==> src/rtl/rom_burst_sched.sv <==
// Burst-read scheduler: two requesters share one coefficient ROM; each burst of
// 1..8 words is read one word per cycle and handed over as one 8-slot vector.
module rom_burst_sched #(
   parameter int DATA_WIDTH = 32,
   parameter int ROM_DEPTH  = 256,
   parameter int ADDR_WIDTH = $clog2(ROM_DEPTH),
   parameter int BURST_MAX  = 8
) (
   input  logic                            clk,
   input  logic                            reset,
   input  logic                            req0_valid,
   input  logic [ADDR_WIDTH-1:0]           req0_addr,
   input  logic [2:0]                      req0_len,
   output logic                            req0_ready,
   input  logic                            req1_valid,
   input  logic [ADDR_WIDTH-1:0]           req1_addr,
   input  logic [2:0]                      req1_len,
   output logic                            req1_ready,
   output logic                            rom_en,
   output logic [ADDR_WIDTH-1:0]           rom_addr,
   input  logic [DATA_WIDTH-1:0]           rom_data,
   output logic                            out_valid,
   input  logic                            out_ready,
   output logic [BURST_MAX*DATA_WIDTH-1:0] out_data,
   output logic                            out_src,
   output logic [3:0]                      out_len,
   output logic                            busy
);

   localparam logic [1:0] IDLE  = 2'd0;
   localparam logic [1:0] ISSUE = 2'd1;
   localparam logic [1:0] DRAIN = 2'd2;
   localparam logic [1:0] HOLD  = 2'd3;

   logic [1:0]            state_reg, state_next;
   logic                  prio_reg;
   logic                  src_reg;
   logic [ADDR_WIDTH-1:0] base_reg;
   logic [ADDR_WIDTH-1:0] last_addr_reg;
   logic [3:0]            len_reg;
   logic [3:0]            k_reg;
   logic                  grant0, grant1, grant_any;
   logic [ADDR_WIDTH-1:0] issue_addr;
   logic [BURST_MAX-1:0]  slot_cap;

   // Readies are forced low while reset is high so nothing is accepted into a clearing block.
   assign grant0    = (state_reg == IDLE) && !reset && req0_valid && (!req1_valid || !prio_reg);
   assign grant1    = (state_reg == IDLE) && !reset && req1_valid && (!req0_valid ||  prio_reg);
   assign grant_any = grant0 || grant1;

   assign req0_ready = grant0;
   assign req1_ready = grant1;
   assign issue_addr = base_reg + ADDR_WIDTH'(k_reg);
   assign rom_en     = (state_reg == ISSUE);
   assign rom_addr   = rom_en ? issue_addr : last_addr_reg;
   assign out_valid  = (state_reg == HOLD);
   assign out_src    = src_reg;
   assign out_len    = len_reg;
   assign busy       = (state_reg != IDLE);

   always_comb begin
      state_next = state_reg;
      case (state_reg)
         IDLE:    if (grant_any) state_next = ISSUE;
         ISSUE:   if (k_reg == len_reg - 4'd1) state_next = DRAIN;
         DRAIN:   state_next = HOLD;
         HOLD:    if (out_ready) state_next = IDLE;
         default: state_next = IDLE;
      endcase
   end

   always_ff @(posedge clk) begin
      if (reset) begin
         state_reg     <= IDLE;
         prio_reg      <= 1'b0;
         src_reg       <= 1'b0;
         base_reg      <= '0;
         last_addr_reg <= '0;
         len_reg       <= 4'd0;
         k_reg         <= 4'd0;
      end else begin
         state_reg <= state_next;
         if (grant_any) begin
            base_reg <= grant1 ? req1_addr : req0_addr;
            len_reg  <= 4'(grant1 ? req1_len : req0_len) + 4'd1;
            src_reg  <= grant1;
            prio_reg <= !grant1;
            k_reg    <= 4'd0;
         end
         if (state_reg == ISSUE) begin
            last_addr_reg <= issue_addr;
            k_reg         <= k_reg + 4'd1;
         end
      end
   end

   // ROM data lags its address by one cycle: issue k fills slot k-1, DRAIN fills the last slot.
   for (genvar gi = 0; gi < BURST_MAX; gi++) begin : g_slot
      logic [DATA_WIDTH-1:0] slot_reg;

      assign slot_cap[gi] = ((state_reg == ISSUE) && (k_reg == 4'(gi + 1))) ||
                            ((state_reg == DRAIN) && (len_reg == 4'(gi + 1)));

      always_ff @(posedge clk) begin
         if (reset || grant_any) begin
            slot_reg <= '0;
         end else if (slot_cap[gi]) begin
            slot_reg <= rom_data;
         end
      end

      assign out_data[gi*DATA_WIDTH +: DATA_WIDTH] = slot_reg;
   end

endmodule

==> config.mk <==
export PLATFORM = sky130hd
export DESIGN_NAME = rom_burst_sched
export DESIGN_NICKNAME = d
export VERILOG_FILES = /design/src/rtl/rom_burst_sched.sv
export SDC_FILE = /design/constraint.sdc
export NUM_CORES = 1
export LEC_CHECK = 0
export ABC_AREA = 1
export CAP_MARGIN = 30
export CORE_UTILIZATION = 48
export CTS_BUF_LIST = sky130_fd_sc_hd__clkbuf_8 sky130_fd_sc_hd__clkbuf_16
export DETAILED_ROUTE_END_ITERATION = 10
export GPL_TIMING_DRIVEN = 0
export PLACE_DENSITY_LB_ADDON = 0.15
export SLEW_MARGIN = 20
export SYNTH_ARGS = -nofsm -noshare
export SYNTH_HDL_FRONTEND = slang
export SYNTH_SLANG_ARGS = --single-unit
==> constraint.sdc <==
create_clock -name clk -period 2.15 [get_ports clk]
set_input_delay 0.215 -clock clk [delete_from_list [all_inputs] [get_ports clk]]
set_output_delay 0.215 -clock clk [all_outputs]
set_load 0.005 [all_outputs]
# Word-level counts from Yosys, hierarchy flattened
# Cells that the tools add are included.
op_classes:
  n_eq_ne: 23
  muxes: 9
  n_reduce_logical: 42
  n_addsub: 4
op_table:
  columns: ["cell", "count"]
  rows:
  - ["$eq A4 B3 Y1 const B", 8]
  - ["$logic_and A1 B1 Y1", 21]
  - ["$eq A4 B2 Y1 const B", 4]
  - ["$mux W8", 2]
  - ["$logic_or A1 B1 Y1", 12]
  - ["$add A8 B4 Y8", 1]
  - ["$eq A4 B1 Y1 const B", 2]
  - ["$eq A4 B4 Y1 const B", 2]
  - ["$mux W4", 2]
  - ["$pmux W2 S4", 1]
  - ["$mux W2", 3]
  - ["$logic_not A1 Y1", 5]
  - ["$add A3 B1 Y4 const B", 1]
  - ["$add A4 B1 Y4 const B", 1]
  - ["$eq A2 B2 Y1 const B", 2]
  - ["$eq A4 B4 Y1", 1]
  - ["$ne A2 B1 Y1 const B", 2]
  - ["$reduce_bool A2 Y1", 2]
  - ["$sub A4 B1 Y4 const B", 1]
  - ["$mux W3", 1]
  - ["$reduce_and A3 Y1", 1]
  - ["$eq A2 B1 Y1 const B", 1]
  - ["$logic_not A2 Y1", 1]
  - ["$ne A2 B2 Y1 const B", 1]
word_totals:
  inputBits: 59
  reg_bits: 284
  out_inout_bits: 274
  word_cells: 93

# Logic depth before layout (Yosys ltp)
# Gate-level depths: netlist (run 1).
depth:
  ltp_word: 7
  mapped_depth: 13
  ltp_nobuf: 12

# Least setup slack after synthesis (run 1)
# No wires, ideal clock.
synth_timing:
  kind: "flip-flop to flip-flop"
  start: "register state_reg[0]"
  end: "register len_reg[2], in the netlist out_len[2]"
  setup_slack_ns: 0.308
  path_stages_with_launch: 14
  path_buffers: 1
  arrival_time_ns: 1.730
  setup_time_ns: 0.112
  synth_period_minus_slack_ns: 1.842
  cell_sequence: "dfxtp_1 inv_1 ha_1 inv_1 nor2_4 nand3_4 inv_1 buf_2 a21boi_0 inv_1 ha_1 xnor2_1 nand2_1 nand2_1"
synth_between:
  elab_chain_len: 6
  word_cells_on_any_way: 9
synth_lines:
  columns: ["element", "line_no", "text"]
  rows:
  - ["from (decl)", "35", "logic [1:0] state_reg, state_next;"]
  - ["from (signal assigned)", "82", "state_reg <= state_next;"]
  - ["$logic_not A2 Y1 *", "48", "assign grant1 = (state_reg == IDLE) && !reset && req1_valid && (!req0_valid || prio_reg);"]
  - ["$logic_and A1 B1 Y1 * (3 in a row)", "48", null]
  - ["named net req1_ready", "18", "output logic req1_ready,"]
  - ["$mux W3", "85", "len_reg <= 4'(grant1 ? req1_len : req0_len) + 4'd1;"]
  - ["$add A3 B1 Y4", "85", null]
  - ["to (signal assigned)", "85", null]
  - ["to (decl)", "40", "logic [3:0] len_reg;"]
# The timed path passes the listed nets; every way through them passes the cells marked *.
# A chain may end at the register's enable or synchronous reset.

# Worst setup path in the final report (run 1)
layout_timing:
  start: "register base_reg[0]"
  end: "output port rom_addr[6]"
layout_between:
  elab_chain_len: 2
layout_lines:
  columns: ["element", "line_no", "text"]
  rows:
  - ["from (decl)", "38", "logic [ADDR_WIDTH-1:0] base_reg;"]
  - ["from (signal assigned)", "84", "base_reg <= grant1 ? req1_addr : req0_addr;"]
  - ["$add A8 B4 Y8", "53", "assign issue_addr = base_reg + ADDR_WIDTH'(k_reg);"]
  - ["$mux W8", "55", "assign rom_addr = rom_en ? issue_addr : last_addr_reg;"]
  - ["to (decl)", "20", "output logic [ADDR_WIDTH-1:0] rom_addr,"]
# Every way passes these cells.

==> results of run 1 <==
==> worst min path at each step <==
stage                                      from                endpoint  slack, ns  cells past startpoint
after CTS                          rom_data[31]  g_slot[7].slot_reg[31]       0.06                      3
after floorplan                    req1_addr[2]             base_reg[2]       0.34                      2
final                              rom_data[31]  g_slot[7].slot_reg[31]       0.06                      3
after global routing               rom_data[31]  g_slot[0].slot_reg[31]       0.09                      3
after global placement    g_slot[2].slot_reg[2]   g_slot[2].slot_reg[2]       0.45                      2
after detailed placement            base_reg[3]             base_reg[3]       0.45                      2
==> routing by layer <==
layer  routed length (um)  vias up  global-route usage (%)
met2                18670      455                   52.03
li1                     -     5271                       -
met5                    0        -                       0
met4                 1866        0                   13.23
met3                 2976      108                   6.641
met1                15890     5169                   36.64
==> cell usage in the layout, fill, tap and decap left out, types with 3 or more instances in the layout <==
| master | instances |
|---|---|
| nand3_2 | 3 |
| clkbuf_16 | 31 |
| nand2_2 | 10 |
| clkinv_2 | 4 |
| buf_2 | 37 |
| a31oi_1 | 4 |
| nand3_4 | 3 |
| nand3_1 | 22 |
| dfxtp_1 | 274 |
| a22oi_1 | 3 |
| buf_1 | 19 |
| inv_2 | 12 |
| clkbuf_8 | 11 |
| nand4_1 | 4 |
| nand2_1 | 525 |
| clkbuf_1 | 21 |
| buf_6 | 41 |
| a21oi_2 | 215 |
| buf_4 | 30 |
| nor2_1 | 20 |
| o21ai_0 | 40 |
| dfxtp_4 | 5 |
| ha_1 | 13 |
| inv_1 | 66 |
| dfxtp_2 | 5 |
| or2_2 | 3 |
| inv_4 | 3 |
| clkbuf_4 | 3 |
| clkdlybuf4s50_1 | 289 |
| a21oi_1 | 55 |
| clkbuf_2 | 10 |
| ha_4 | 6 |
==> cells in the mapped netlist, drive strengths merged <==
library cell  count
nand2           537
dfxtp           284
a21oi           271
buf              82
inv              74
o21ai            43
clkbuf           32
nand3            28
nor2             23
ha               19
a31oi             4
nand4             4
a22oi             3
or2               3
a21boi            2
o22ai             2
xnor2             2
xor2              2
a221oi            1
and2              1
clkinv            1
fa                1
o21a              1
==> cell type report <==
cell class	instances	area share, %
flip-flops and latches	284	34.04
plain buffers	114	4.251
clock inverters	14	0.6787
multi-input cells	947	31.46
inverters	75	1.753
clock buffers	42	5.527
repair buffers	342	19.91
well taps	319	2.379
==> through the flow <==
| stage | total power [mW] | setup TNS (ns) | area (um2) | utilization, % | instances |
|---|---|---|---|---|---|
| after CTS | 14.05 | -1.589 | 16590 | 69.85 | 2130 |
| final | 14.24 | -1.659 | 16780 | 70.63 | 2137 |
| after floorplan | 7.407 | 0 | 11740 | - | 1420 |
| after global placement | 8.441 | -6.707 | 15130 | 63.70 | 2038 |
| after detailed placement | 8.485 | -7.267 | 15130 | 63.70 | 2038 |
| after global routing | 14.79 | -2.281 | 16780 | 70.63 | 2137 |
==> cells by family (layout without fill, tap and decap cells) <==
logic type	count (synthesis)	in the layout	synth area share [%]
flip-flops	284	284	48.43
XOR/XNOR	4	4	0.2985
AND/OR/NAND/NOR	596	596	19.94
AO/OA/AOI/OAI	327	327	20.98
adder cells (fa/ha/maj)	20	20	2.196
buffers and inverters	189	587	8.154
==> worst max-delay path, delay by kind of cell, from the launching register on <==
family / cells / cell delay, ns
fa+ha+maj: 2 / 0.48
buf+inv: 4 / 0.40
flops: 1 / 0.35
simple gates: 3 / 0.23
xor+xnor: 1 / 0.19
compound gates: 1 / 0.16
==> power by group <==
group / switching [mW] / internal (mW)
clock: 2.14 / 3.21
combinational: 1.82 / 1.34
sequential: 0.206 / 5.52
==> what timing repair did <==
item / in CTS / in global routing
endpoints found under the hold margin: 5 / 0
resized for setup: 81 / 57
setup endpoints to repair: 135 / 178
pin swaps: 17 / 20
setup buffers: 37 / 11
hold buffers: 1 / 0
==> run metrics, run 1 <==
R2R Setup Slk=-0.41 ns; vias=11003; failing checks=setup timing; Mapped Avg Cell Area=between 8 and 9 um2; Worst path max stage delay=about 0.35 ns; Die Footprint=0.02509 mm2; DR WL/cell=18.44 um; area of the multi-input gates=0.005278 mm2; final worst-path setup slack=-0.4250 ns; worst slew pin tran=0.6819 ns; H-tree Lvls=1; reg2reg path depth=17; CORE AREA=0.02375 mm2; Yosys cell types=35; Min-Delay Path Class=input pin to flip-flop; worst skew pair latency=0.55 ns; Final ANT Viol Nets=0; clock tree from TritonCTS=built; DR pass1 iterations=5; clock sinks=284; vias per cell=around 5.1; All-Layer GR Usage=30.43%; worst clock skew=~0.0093 ns; RR Startpoint=base_reg[0]; Final min period=2.575 ns; Filler cells=1864; I/O pin count=~330; #FFs+latches synth=284; CP startpoint kind=flip-flop; post-synth top area share=about half; Max Clk Rate=388.4 MHz; Worst setup endpoint=rom_addr[6]; mapped cell area=0.01174 mm2; Mapped Cells=1420; leak pwr=5.913 nW; CTS Buf Count=30; crit end category=output pin; PwrDens=848.8 mW/mm2; pre-CTS setup slack=-0.3705 ns; Crit Path Max Fanout=3; area leader, netlist=dfxtp_1; antenna cells=0; Layout area overhead=42.91%; Synth Warn #=0; outcome=finished with violations; largest net degree at the start of global routing=15; register area share after synthesis=48.43%; Nets=1873; RSZ-0062 raised after global routing=yes; Slew Limit Headroom=about 55%; Most common cell on crit path=inv_2; Post-Route WL=around 40000 um; crit path launch=base_reg[0]; slowest library cell on the worst path=dfxtp_2; initial core utilization=49.42%; Worst-path clk slew=about 0.060 ns; first-pass GRT wire length=~58000 um; CTS root buffer=clkbuf_16; max reg flops=256; DP HPWL=about 28000 um; Min Hold Slack=between 0.06 and 0.07 ns; number of port buffers=299; max-slew violations=0; crit path kind=flip-flop to output pin; Longest Clk Path Bufs=3; # DRC=0; Max IR drop VDD=0.0005880 V; CP Cell Sequence=ha_4 -> inv_2 -> fa_2 -> inv_2 -> nand3_4 -> a21oi_2 -> xor2_1 -> nand2_1 -> buf_4 -> nand2_2 -> buf_2; Reg area=0.005710 mm2; Net Count, Synth=1499; Initial DRC Count=around 700; die height=158.4 um; synth top area cells=dfxtp_1 (48%), nand2_1 (17%), a21oi_2 (16%), a21oi_1 (2.5%), buf_6 (2.5%); Req. time, crit path=approximately 1.9 ns; Tcrit/Tclk final=119.8%; share of layout cells above drive strength 1=between 20% and 30%; GP Congestion=0.8980; Site Rows=56; CP arrival=~2.4 ns; maxcap violations=0; Final Hold Viols=0; gr ovfl total=0; Final Setup Violations=6; die width=158.4 um; vias in the first global route=10443; initial antenna violation count=0; R2R Path End=last_addr_reg[6]
Power figures use the tool's default switching activity.
==> run 2, diff against run 1 <==
--- a/config.mk
+++ b/config.mk
@@ -7,11 +7,12 @@
 export LEC_CHECK = 0
 export ABC_AREA = 1
 export CAP_MARGIN = 30
-export CORE_UTILIZATION = 48
-export CTS_BUF_LIST = sky130_fd_sc_hd__clkbuf_8 sky130_fd_sc_hd__clkbuf_16
+export CORE_UTILIZATION = 50
+export CTS_BUF_LIST = sky130_fd_sc_hd__clkbuf_8
 export DETAILED_ROUTE_END_ITERATION = 10
 export GPL_TIMING_DRIVEN = 0
 export PLACE_DENSITY_LB_ADDON = 0.15
+export RECOVER_POWER = 25
 export SLEW_MARGIN = 20
 export SYNTH_ARGS = -nofsm -noshare
 export SYNTH_HDL_FRONTEND = slang
==> run 2 against run 1 <==
The flow still finishes with violations (setup timing). Critical endpoint unchanged. Critical path type unchanged. Largest power group unchanged. Highest routed layer unchanged. Worst hold slack got worse by 0.0053 ns. Sequential cell count unchanged. Clock power fell by 13%. Sequential share of layout area grew 0.86 points. Non-clock buffer count is 22 lower.
==> run metrics, run 2 (synthesis gave the netlist of run 1 again) <==
outcome=finished with violations; failing checks=setup timing; Slew Limit Headroom=58.12%; DP Cell Count=2032; DR pass1 iterations=5; initial antenna violation count=0; commonest non-fill, non-tap cells in the layout=nand2_1 (532), clkdlybuf4s50_1 (289), dfxtp_1 (274), a21oi_2 (214), inv_1 (70); Design Power=13.30 mW; CTS Buf Count=45; number of port buffers=approximately 300; I/O pin count=approximately 330; Initial DRC Count=between 600 and 700; die height=155.2 um; first-pass GRT wire length=58530 um; Layout area overhead=39.44%; share of layout cells above drive strength 1=23.43%; # DRC=0; clock sinks=284; maxcap violations=0; max-slew violations=0; Min-Delay Path Class=input pin to flip-flop; crit end category=output pin; Site Rows=55; initial core utilization=51.38%; CTS root buffer=clkbuf_8; Final ANT Viol Nets=0; Final Hold Viols=0; most common cell after layout, fill and taps aside=nand2_1; worst hold start=rom_data[17]; RR Startpoint=state_reg[0]; vias in the first global route=10706; R2R Setup Slk=-0.13 ns; RSZ-0062 raised after global routing=yes; max reg flops=256; GP Congestion=0.8517; final worst-path setup slack=-0.1883 ns; H-tree Lvls=2; Longest Clk Path Bufs=3; reg2reg path depth=12; CP arrival=approximately 2.1 ns; Worst-path clk slew=0.06 ns; PwrDens=812.8 mW/mm2; clock tree from TritonCTS=built; Crit Path Max Fanout=2; vias=10943; Max IR drop VDD=roughly 0.00053 V; Tcrit/Tclk final=108.8%; Post-Route WL=38160 um; All-Layer GR Usage=31.24%; worst skew pair latency=0.56 ns; Nets=1866; largest net degree at the start of global routing=12; worst slew pin tran=0.6282 ns; crit path kind=flip-flop to output pin; CP startpoint kind=flip-flop; Min Hold Slack=0.05482 ns; gr ovfl total=0; CORE AREA=0.02285 mm2; Final Setup Violations=256; R2R Path End=g_slot[7].slot_reg[25]; Hold Crit Depth=3; Die Footprint=0.02409 mm2; Fin Setup TNS=-21.86 ns; antenna cells=0; leak pwr=about 5.7 nW; non-filler cells, final=2131; Max Clk Rate=427.7 MHz; vias per cell=5.135; DR WL/cell=about 18 um; worst clock skew=0.01580 ns; hold path endpoint=g_slot[7].slot_reg[17]; Req. time, crit path=1.93 ns; Final min period=2.338 ns; die width=155.2 um; DP HPWL=roughly 27000 um
-- run 2: cell types whose count changed in the layout (fill, tap and decap cells not counted), sizes merged, moves of 2 or more --
| cell | delta |
|---|---|
| buf | -19 |
| clkbuf | +18 |
| bufinv | -2 |
| inv | +4 |
-- run 2: routing by layer --
| layer | up-vias | part of all wire (%) | global-route usage (%) |
|---|---|---|---|
| met5 | - | 0 | 0 |
| met2 | 428 | 48 | 53.86 |
| li1 | 5250 | - | - |
| met1 | 5178 | 41 | 37.46 |
| met3 | 87 | 7.5 | 7.103 |
| met4 | 0 | 3.5 | 13.12 |
-- run 2: worst max path at each step --
stage / end / slack (ns) / cells past startpoint / from
global route: rom_addr[6] / -0.32 / 10 / base_reg[0]
floorplan: out_len[2] / 0.31 / 13 / state_reg[0]
finish: rom_addr[6] / -0.19 / 10 / base_reg[0]
global placement: rom_addr[6] / -0.34 / 10 / k_reg[0]
CTS: rom_addr[6] / -0.22 / 10 / k_reg[0]
detailed placement: rom_addr[6] / -0.36 / 10 / k_reg[0]
-- run 2: per-stage QoR --
stage	cell area, um2	util, %	worst slack (ns)
floorplan	11740	-	0.3076
global placement	15120	66.19	-0.3366
detailed placement	15120	66.19	-0.3606
CTS	16320	71.45	-0.2152
global route	16370	71.64	-0.3157
finish	16370	71.64	-0.1883
-- run 2: layout make-up --
| type | instances | area [um2] |
|---|---|---|
| fill | 1827 | 6479 |
| tap | 313 | 391.6 |
| multi-input combinational | 947 | 5218 |
| buffer | 114 | 706.9 |
| timing repair buffer | 320 | 3118 |
| inverter | 75 | 296.5 |
| clock buffer | 62 | 853.3 |
| clock inverter | 16 | 71.32 |
| sequential | 284 | 5713 |
-- run 2: critical path: stages (launching register included) --
cell     delay, ns
dfxtp_2       0.36
ha_4          0.14
inv_2         0.04
fa_2          0.33
inv_2         0.08
nand3_2       0.08
a21oi_2       0.15
xor2_1        0.15
nand2_1       0.08
nand2_1       0.07
buf_2         0.10
-- run 2: repair_timing --
item	CTS	global route
pin swaps	22	16
hold buffers	1	0
endpoints found under the hold margin	5	0
gates resized for setup	86	25
setup endpoints to repair	120	115
buffers inserted	18	3
-- run 2: power breakdown --
group,internal (mW),leakage [nW],switching (mW)
Combinational,1.17,2.91,1.76
Clock,2.56,0.523,2.10
Sequential,5.52,2.30,0.193
==> run 3, diff against run 2 <==
--- a/config.mk
+++ b/config.mk
@@ -10,7 +10,8 @@
 export CORE_UTILIZATION = 50
 export CTS_BUF_LIST = sky130_fd_sc_hd__clkbuf_8
 export DETAILED_ROUTE_END_ITERATION = 10
-export GPL_TIMING_DRIVEN = 0
+export GPL_TIMING_DRIVEN = 1
+export HOLD_SLACK_MARGIN = 0.1
 export PLACE_DENSITY_LB_ADDON = 0.15
 export RECOVER_POWER = 25
 export SLEW_MARGIN = 20
==> run 3 against run 2 <==
The run still ends with setup timing left. Fmax shrank 3.0%. Power grew 1.0%. Clock power shrank 1%. Critical path depth is the same. Combinational power grew 6%. Via count is essentially flat. Global-route usage shrank 1.5 points. First-iteration DRC count shrank 8.4%. Worst setup slack lost 0.073 ns. Non-clock buffer count shrank 18. Largest cell class unchanged.
==> run metrics, run 3 (synthesis gave the netlist of run 1 again) <==
most common cell after layout, fill and taps aside=nand2_1; share of layout cells above drive strength 1=23.13%; global route hottest layer=met2; max reg flops=256; commonest non-fill, non-tap cells in the layout=nand2_1 (531), clkdlybuf4s50_1 (321), dfxtp_1 (275), a21oi_2 (214), inv_1 (83); H-tree Lvls=2; final worst-path setup slack=-0.2613 ns; antenna cells=0; hold path endpoint=base_reg[6]; RR Startpoint=k_reg[0]; maxcap violations=0; Nets=1851; Site Rows=55; number of port buffers=332; R2R Path End=last_addr_reg[2]; hold_buf cts=0; die height=155.2 um; slowest library cell on the worst path=dfxtp_4; DP HPWL=24540 um; worst slew pin tran=0.5188 ns; worst hold start=req1_addr[6]; CTS Buf Count=47; pre-CTS setup slack=-0.08910 ns; I/O pin count=333; initial core utilization=about half; Hold Crit Depth=3; leak pwr=5.905 nW; Worst path max stage delay=0.36 ns; Min-Delay Path Class=input pin to flip-flop; max-slew violations=0; worst clock skew=0.02383 ns; Layout area overhead=42.34%; first-pass GRT wire length=between 50000 and 60000 um; initial antenna violation count=0; crit end category=output pin; Die Footprint=0.02409 mm2; failing checks=setup timing; reg2reg path depth=16; largest net degree at the start of global routing=just over 40; Post-Route WL=37620 um; All-Layer GR Usage=between 20% and 30%; GP Congestion=between 0.8 and 0.9; design area=0.01671 mm2; Initial DRC Count=620; CP startpoint kind=flip-flop; GR Util met2=48.71%; Final Hold Viols=0; vias=10953; Tcrit/Tclk final=112.2%; Worst-path clk slew=0.06 ns; die width=155.2 um; CTS root buffer=clkbuf_8; vias in the first global route=roughly 10000; Bufs and invs on worst path=3; placed cell area=roughly 0.015 mm2; Req. time, crit path=about 1.9 ns; DR WL/cell=17.75 um; worst skew pair latency=between 0.5 and 0.6 ns; vias per cell=5.167; GR met3 Demand/Resource=between 7 and 8%; Final ANT Viol Nets=0; Crit Path Max Fanout=2; Worst path top cell family by delay=adder cells; clock sinks=284; RSZ-0062 raised after global routing=yes; gr ovfl total=0; Final min period=2.411 ns; Max IR drop VDD=0.0006203 V; Design Power=13.44 mW; PwrDens=804.2 mW/mm2; Max Clk Rate=slightly above 400 MHz; CP Cell Sequence=ha_4 -> inv_2 -> fa_2 -> inv_2 -> nand3_2 -> a21oi_2 -> xor2_1 -> nand2_1 -> nand2_1 -> buf_2; M1 GR Usage=37.60%; crit path kind=flip-flop to output pin; Filler cells=1752; outcome=finished with violations; CORE AREA=0.02285 mm2; CP arrival=2.20 ns; clock tree from TritonCTS=built; # DRC=0; DR pass1 iterations=5; Longest Clk Path Bufs=3; Slew Limit Headroom=65.31%; R2R Setup Slk=-0.20 ns; Final Setup Violations=6
## run 3: changes by cell type in the layout (fill, tap and decap cells not counted), sizes merged
cell / before / now
inv: 85 / 94
clkinv: 6 / 5
buf: 109 / 88
dlygate4sd3: 1 / 0
clkinvlp: 0 / 1
clkdlybuf4s50: 289 / 321
dlymetal6s2s: 0 / 1
clkbuf: 94 / 63
## run 3: power by group
| part | total [mW] | internal [mW] | switching [mW] |
|---|---|---|---|
| clock | 4.61 | 2.50 | 2.12 |
| sequential | 5.71 | 5.52 | 0.193 |
| combinational | 3.11 | 1.32 | 1.79 |
## run 3: how the worst max path moves through the flow
| stage | startpoint | to | cells past startpoint |
|---|---|---|---|
| after floorplan | state_reg[0] | out_len[2] | 13 |
| after global placement | base_reg[0] | rom_addr[6] | 10 |
| after detailed placement | base_reg[0] | rom_addr[6] | 10 |
| after CTS | k_reg[0] | rom_addr[6] | 10 |
| after global routing | k_reg[0] | rom_addr[4] | 10 |
| final | k_reg[0] | rom_addr[6] | 10 |
## run 3: stage by stage
step                      setup TNS [ns]  cells  util (%)  hold WS [ns]
final                            -0.7645   2120     73.13        0.2368
after global routing              -1.259   2120     73.13        0.2516
after CTS                        -0.6650   2108     72.34        0.2151
after detailed placement        -0.08910   2002     67.00        0.4477
after global placement          -0.08986   2002     67.00        0.4461
after floorplan                        0   1420         -        0.3367
## run 3: metal layers
| layer | part of all wire (%) | wire length [um] |
|---|---|---|
| met3 | 7.4 | 2799 |
| met1 | 41 | 15520 |
| met5 | 0 | 0 |
| met2 | 48 | 17890 |
| met4 | 3.8 | 1412 |
## run 3: area by class of cell
class                   count  area, um2  share of cell area, %
flip-flops and latches    284       5702                  34.12
inverters                  75      317.8                  1.902
well taps                 313      391.6                  2.344
clock buffers              60      825.8                  4.942
repair buffers            416       4103                  24.55
clock inverters            24      102.6                 0.6140
multi-input cells         947       5255                  31.45
repair inverters            1      11.26                0.06740
## run 3: tightest hold or removal path: stages
cell and delay, ns:
clkdlybuf4s50_1 0.39, nand2_1 0.06, a31oi_1 0.07
## run 3: what timing repair did
item | 4_1_cts | 5_1_grt
gates cloned | 0 | 2
resized for setup | 70 | 27
setup buffers | 23 | 10
pin swaps | 21 | 9
setup endpoints to repair | 12 | 191
hold endpoints to repair | 0 | 0
